$ cat config.mk
export PLATFORM = sky130hd
export DESIGN_NAME = io_scan_master_flat
export DESIGN_NICKNAME = d
export VERILOG_FILES = /design/src/rtl/io_scan_pkg.sv /design/src/rtl/io_scan_master_if.sv /design/src/rtl/io_scan_master.sv /design/src/flat_wrapper.sv
export SDC_FILE = /design/constraint.sdc
export NUM_CORES = 1
export LEC_CHECK = 0
export CAP_MARGIN = 25
export CORE_ASPECT_RATIO = 0.75
export CORE_MARGIN = 2
export CORE_UTILIZATION = 48
export DETAILED_ROUTE_END_ITERATION = 8
export PLACE_DENSITY = 0.8
export SYNTH_ARGS = -nofsm -noshare
export SYNTH_HDL_FRONTEND = slang
export SYNTH_SLANG_ARGS = --single-unit
$ cat constraint.sdc
create_clock -name clk -period 1.85 [get_ports clk]
set_clock_uncertainty 0.05 [all_clocks]
set_input_delay 0.37 -clock clk [delete_from_list [all_inputs] [get_ports clk]]
set_output_delay 0.37 -clock clk [all_outputs]
set_load 0.005 [all_outputs]
$ cat src/rtl/io_scan_pkg.sv
// rtl/io_scan_pkg.sv - sequencer states, device offsets and display nibble helper for io_scan_master
package io_scan_pkg;

  typedef enum logic [2:0] {
    INIT,
    IDLE,
    RD_SW,
    WR_LED,
    WR_DISP,
    RD_BTN,
    DONE
  } scan_state_e;

  localparam logic [7:0] OFF_SW    = 8'h00;
  localparam logic [7:0] OFF_BTN   = 8'h02;
  localparam logic [7:0] OFF_LED   = 8'h10;
  localparam logic [7:0] OFF_DISP  = 8'h20;
  localparam logic [7:0] OFF_DCTRL = 8'h24;
  localparam logic [7:0] OFF_IDLE  = 8'hFF;

  // Display digit idx (0 = leftmost) shows the matching switch nibble, MSB first.
  function automatic logic [3:0] disp_nibble(input logic [15:0] sw, input logic [1:0] idx);
    case (idx)
      2'd0:    return sw[15:12];
      2'd1:    return sw[11:8];
      2'd2:    return sw[7:4];
      default: return sw[3:0];
    endcase
  endfunction

endpackage

$ cat src/rtl/io_scan_master_if.sv
// rtl/io_scan_master_if.sv - simple I/O device bus between io_scan_master and the device
interface io_scan_master_if;
  logic [15:0] addr;
  logic [15:0] data_out;
  logic [15:0] data_in;
  logic        we;

  modport master (output addr, output data_out, output we, input data_in);
  modport slave  (input addr, input data_out, input we, output data_in);
endinterface

$ cat src/rtl/io_scan_master.sv
// rtl/io_scan_master.sv - periodic switch/button scanner driving LED and 4-digit display writes
// Define IO_SCAN_BTN_EN to add the button read and rising-edge detection to each scan.
module io_scan_master
  import io_scan_pkg::*;
#(
  parameter logic [15:0] BASE_ADDR = 16'h0000,
  parameter logic [15:0] SCAN_DIV  = 16'd50000
) (
  input  logic                     clk,
  input  logic                     rst_n,
  input  logic                     enable,
  io_scan_master_if.master         bus,
  output logic                     busy,
  output logic [15:0]              sw_value,
  output logic [4:0]               btn_press,
  output logic                     scan_done
);

  localparam logic [15:0] IDLE_ADDR = {BASE_ADDR[15:8], OFF_IDLE};

  scan_state_e state_q, state_d;
  logic [15:0] div_q, div_d;
  logic [1:0]  idx_q, idx_d;
  logic [15:0] addr_q, addr_d;
  logic [15:0] data_q, data_d;
  logic        we_q, we_d;
  logic        busy_q, busy_d;
  logic [15:0] sw_q, sw_d;
  logic        done_q, done_d;
  logic        wrap;
`ifdef IO_SCAN_BTN_EN
  logic [4:0]  btn_prev_q, btn_prev_d;
  logic [4:0]  press_q, press_d;
`endif

  assign wrap = enable && (div_q == SCAN_DIV - 16'd1);

  always_comb begin
    state_d = state_q;
    div_d   = div_q;
    idx_d   = idx_q;
    addr_d  = IDLE_ADDR;
    data_d  = 16'h0000;
    we_d    = 1'b0;
    busy_d  = 1'b0;
    sw_d    = sw_q;
    done_d  = 1'b0;
`ifdef IO_SCAN_BTN_EN
    btn_prev_d = btn_prev_q;
    press_d    = 5'b0;
`endif
    if (enable) begin
      div_d = wrap ? 16'd0 : div_q + 16'd1;
    end
    // Bus registers are loaded from the state being entered, so each state owns its bus cycle.
    case (state_q)
      INIT: begin
        state_d = IDLE;
        addr_d  = {BASE_ADDR[15:8], OFF_DCTRL};
        we_d    = 1'b1;
      end
      IDLE, DONE: begin
        state_d = IDLE;
        if (wrap) begin
          state_d = RD_SW;
          addr_d  = {BASE_ADDR[15:8], OFF_SW};
          busy_d  = 1'b1;
        end
      end
      RD_SW: begin
        sw_d    = bus.data_in;
        state_d = WR_LED;
        addr_d  = {BASE_ADDR[15:8], OFF_LED};
        data_d  = bus.data_in;
        we_d    = 1'b1;
        busy_d  = 1'b1;
      end
      WR_LED: begin
        state_d = WR_DISP;
        idx_d   = 2'd0;
        addr_d  = {BASE_ADDR[15:8], OFF_DISP};
        data_d  = {12'b0, disp_nibble(sw_q, 2'd0)};
        we_d    = 1'b1;
        busy_d  = 1'b1;
      end
      WR_DISP: begin
        if (idx_q != 2'd3) begin
          idx_d  = idx_q + 2'd1;
          addr_d = {BASE_ADDR[15:8], OFF_DISP | {6'b0, idx_d}};
          data_d = {12'b0, disp_nibble(sw_q, idx_d)};
          we_d   = 1'b1;
          busy_d = 1'b1;
        end else begin
`ifdef IO_SCAN_BTN_EN
          state_d = RD_BTN;
          addr_d  = {BASE_ADDR[15:8], OFF_BTN};
          busy_d  = 1'b1;
`else
          state_d = DONE;
          done_d  = 1'b1;
`endif
        end
      end
      RD_BTN: begin
`ifdef IO_SCAN_BTN_EN
        press_d    = bus.data_in[4:0] & ~btn_prev_q;
        btn_prev_d = bus.data_in[4:0];
        done_d     = 1'b1;
        state_d    = DONE;
`else
        state_d    = IDLE;
`endif
      end
      default: state_d = INIT;
    endcase
  end

  always_ff @(posedge clk) begin
    if (!rst_n) begin
      state_q <= INIT;
      div_q   <= 16'd0;
      idx_q   <= 2'd0;
      addr_q  <= IDLE_ADDR;
      data_q  <= 16'h0000;
      we_q    <= 1'b0;
      busy_q  <= 1'b0;
      sw_q    <= 16'h0000;
      done_q  <= 1'b0;
`ifdef IO_SCAN_BTN_EN
      btn_prev_q <= 5'b0;
      press_q    <= 5'b0;
`endif
    end else begin
      state_q <= state_d;
      div_q   <= div_d;
      idx_q   <= idx_d;
      addr_q  <= addr_d;
      data_q  <= data_d;
      we_q    <= we_d;
      busy_q  <= busy_d;
      sw_q    <= sw_d;
      done_q  <= done_d;
`ifdef IO_SCAN_BTN_EN
      btn_prev_q <= btn_prev_d;
      press_q    <= press_d;
`endif
    end
  end

  assign bus.addr     = addr_q;
  assign bus.data_out = data_q;
  assign bus.we       = we_q;
  assign busy         = busy_q;
  assign sw_value     = sw_q;
  assign scan_done    = done_q;
`ifdef IO_SCAN_BTN_EN
  assign btn_press    = press_q;
`else
  assign btn_press    = 5'b0;
`endif

endmodule
$ cat src/flat_wrapper.sv
// flat-port wrapper written by rule: the top's interface ports become plain ports
module io_scan_master_flat import io_scan_pkg::*;
#(
  parameter logic [15:0] BASE_ADDR = 16'h0000,
  parameter logic [15:0] SCAN_DIV  = 16'd50000
)
  (clk, rst_n, enable, busy, sw_value, btn_press, scan_done, bus_addr, bus_data_out, bus_we, bus_data_in);
  io_scan_master_if bus_i ();
  input  logic clk;
  input  logic rst_n;
  input  logic enable;
  output logic busy;
  output logic [15:0] sw_value;
  output logic [4:0] btn_press;
  output logic scan_done;
  output wire logic [$bits(bus_i.addr)-1:0] bus_addr;
  output wire logic [$bits(bus_i.data_out)-1:0] bus_data_out;
  output wire logic [$bits(bus_i.we)-1:0] bus_we;
  input wire logic [$bits(bus_i.data_in)-1:0] bus_data_in;
  assign bus_addr = bus_i.addr;
  assign bus_data_out = bus_i.data_out;
  assign bus_we = bus_i.we;
  assign bus_i.data_in = bus_data_in;
  io_scan_master #(.BASE_ADDR(BASE_ADDR), .SCAN_DIV(SCAN_DIV)) u_core (.clk(clk), .rst_n(rst_n), .enable(enable), .bus(bus_i), .busy(busy), .sw_value(sw_value), .btn_press(btn_press), .scan_done(scan_done));
endmodule
==> results.json <==
{
  "place_area_mm2": 0.00339,
  "drive_above_1_share_pct": 11.5,
  "synth_seq_cells": 62,
  "cp_data_required_time_ns": 2.04,
  "setup_viol": 0,
  "synth-seq-area-share_pct": 45.6,
  "dpl.cell_count": 442,
  "ff_latch_area_mm2": 0.00124,
  "grt_pass1_wl_mm": 10.4,
  "grt_pass1_vias": 2133,
  "cts_sinks": 62,
  "h-tree-depth": 3,
  "startpoint_type": "input pin",
  "wl_mm": 6.34,
  "die_w_um": 90.9,
  "die_y_um": 69.2,
  "final_cell_area_mm2": 0.00364,
  "viasPerCell": 5.17,
  "synth.area.top_cells": "dfxtp_1 (46%), nand2_1 (6.5%), buf_4 (5.0%)",
  "area_growth_pct": 33.8,
  "fillers": 460,
  "post_cts_buffers": 0,
  "grt_overflow_total": 0,
  "cts_tree": "yes",
  "hold_class": "reg2reg",
  "critical_path_arrival_ns": 1.94,
  "port_buffers": 61,
  "yosys_warnings": 0,
  "fin_util_pct": 67.3,
  "synth_edf_count": 0,
  "final_antenna_net_count": 0,
  "antenna_found_initial": 0,
  "coreArea_mm2": 0.00541,
  "num_io_pins": 75,
  "clock_latency_ns": 0.35,
  "max_cap_viol_count": 0,
  "drt_iter0_markers": 221,
  "dp_hpwl_mm": 4.61,
  "fmax_mhz": 571,
  "remaining_drc_errors": 0,
  "rsz0062_at_grt": "no",
  "whs_ns": 0.431,
  "hold_viol": 0,
  "initial_core_util_pct": 50.3,
  "endpoint_kind": "register",
  "async_flop_share_pct": 0,
  "ir_worst_vdd_v": 0.000480,
  "synthMostInstantiatedCell": "dfxtp_1",
  "synthesis.area_mm2": 0.00272,
  "dieArea_mm2": 0.00629,
  "synth_top_area_share_pct": 45.6,
  "fin_crit_ns": 1.75,
  "root_buffer": "clkbuf_8",
  "slew_headroom_pct": 64.4,
  "num_rows": 23,
  "multiInputGateArea_mm2": 0.00131,
  "clk_path_buf_depth": 2,
  "yosysTopAreaCell": "dfxtp_1",
  "ys.flop_type": "dfxtp_1",
  "place_congestion": 0.902,
  "fin_nets": 405,
  "fin_setup_tns_ns": 0,
  "final_max_slew_viol_count": 0,
  "synth_cell_type_count": 44,
  "diodes": 0,
  "cts_hold_buffers": 0,
  "wl_per_cell_um": 13.8,
  "critPathKind": "in2reg",
  "cellPowerDensity_mw_per_mm2": 771,
  "syn_inst": 311,
  "track_usage_pct": 20.8,
  "syn_avg_cell_area_um2": 8.75,
  "fin_crit_sh_pct": 94.7,
  "num_vias": 2370,
  "instances_no_fill": 458,
  "worstMarginPinSlew_ns": 0.533,
  "crit_fanout": 11,
  "first_pass_iters": 4,
  "path_clk_slew_ns": 0.07,
  "cts_inserted_buffers": 9,
  "power.leakage_nw": 1.34,
  "synthTopCellsByCount": "dfxtp_1 (62), nand2_1 (47), a21oi_1 (26), nor2_1 (26), buf_4 (18)",
  "grt_max_degree": 29,
  "outcome": "completed"
}
critical path: stages:
cell and delay (ns):
clkdlybuf4s50_1 0.64, nand4_4 0.24, nor4_2 0.46, xnor2_1 0.19, nor2_2 0.05
cells by family (layout without fill, tap and decap cells):
logic type / Yosys count / count (layout) / share of synthesized area [%]
AOI/OAI and AO/OA: 52 / 52 / 11.8
muxes: 4 / 4 / 1.47
adders and majority gates: 8 / 8 / 3.68
and+or+nand+nor: 130 / 130 / 24.2
xor gates and xnor gates: 14 / 14 / 4.51
buffers and inverters: 40 / 100 / 8.51
DFF: 62 / 62 / 45.6
other: 1 / 13 / 0.138
placed cells by master, fill, tap and decap left out, types with 2 or more instances in the layout:
master           synthesis  final
a21oi_1                 26     26
a222oi_1                 4      4
and3_1                  13     13
buf_4                   18     14
bufinv_16                0      2
clkbuf_8                 0     10
clkdlybuf4s50_1          0     61
clkinv_2                 0      2
clkinvlp_4               0      2
conb_1                   1     13
dfxtp_1                 62     60
dfxtp_2                  0      2
ha_1                     8      8
inv_1                    8      8
mux2i_1                  4      4
nand2_1                 47     47
nand2b_1                 6      6
nand3_1                  4      4
nand3b_1                 2      2
nand4_1                  7      7
nor2_1                  26     26
nor2_2                   3      3
nor2b_1                  2      2
nor3_1                   4      3
nor3_2                   1      2
nor4_1                   6      5
nor4_2                   1      2
o2111ai_1                2      2
o21ai_0                 11     11
o31a_1                   2      2
xnor2_1                 11     11
xor2_1                   3      3
stage by stage:
| stage | setup WS, ns | total power, mW |
|---|---|---|
| final | 0.0986 | 2.81 |
| after floorplan | 0.313 | 1.46 |
| after detailed placement | -0.287 | 1.52 |
| after global placement | -0.149 | 1.52 |
| after CTS | 0.0194 | 2.82 |
| after global routing | 0.000174 | 2.90 |
metal layers:
metal	routed length (µm)	global-route usage, %
met5	0	0
met4	167	9.09
met3	491	6.85
met2	2800	30.0
met1	2880	28.5
final timing paths:
path / start / depth (start not counted) / slack, ns / to
setup / recovery: enable / 5 / 0.1 / u_core.div_q[13]
hold / removal: u_core.sw_value[3] / 2 / 0.43 / u_core.sw_value[3]
setup reg to reg: u_core.div_q[0] / 6 / 0.14 / u_core.bus.addr[1]
hold reg to reg: u_core.sw_value[3] / 2 / 0.43 / u_core.sw_value[3]
power breakdown:
part	total (mW)	switching, mW	internal [mW]
clock network	1.31	0.524	0.789
registers	1.36	0.0129	1.35
logic	0.133	0.0589	0.0744
total	2.81	0.596	2.21
state kept, by name (all words and copies together) (netlist names):
| name | flops |
|---|---|
| u_core.div_q | 16 |
| u_core.state_q | 3 |
| u_core.sw_value | 16 |
| u_core.bus.addr | 6 |
| u_core.idx_q | 2 |
| u_core.bus.data_out | 16 |
| u_core.busy | 1 |
| u_core.scan_done | 1 |
| u_core.bus.we | 1 |
timing repair:
item	4_1_cts	5_1_grt
endpoints found under the setup margin	0	9
endpoints found under the hold margin	0	0
resized for setup	0	5
final cells by class:
| class | instances | share of cell area, % |
|---|---|---|
| Sequential cell | 62 | 34.2 |
| Tap cell | 75 | 2.58 |
| Multi-Input combinational cell | 221 | 36.1 |
| Inverter | 8 | 0.825 |
| Timing Repair Buffer | 76 | 20.2 |
| Clock buffer | 10 | 3.78 |
| Clock inverter | 6 | 2.34 |
Note: power is estimated with default switching activity, not from simulation.
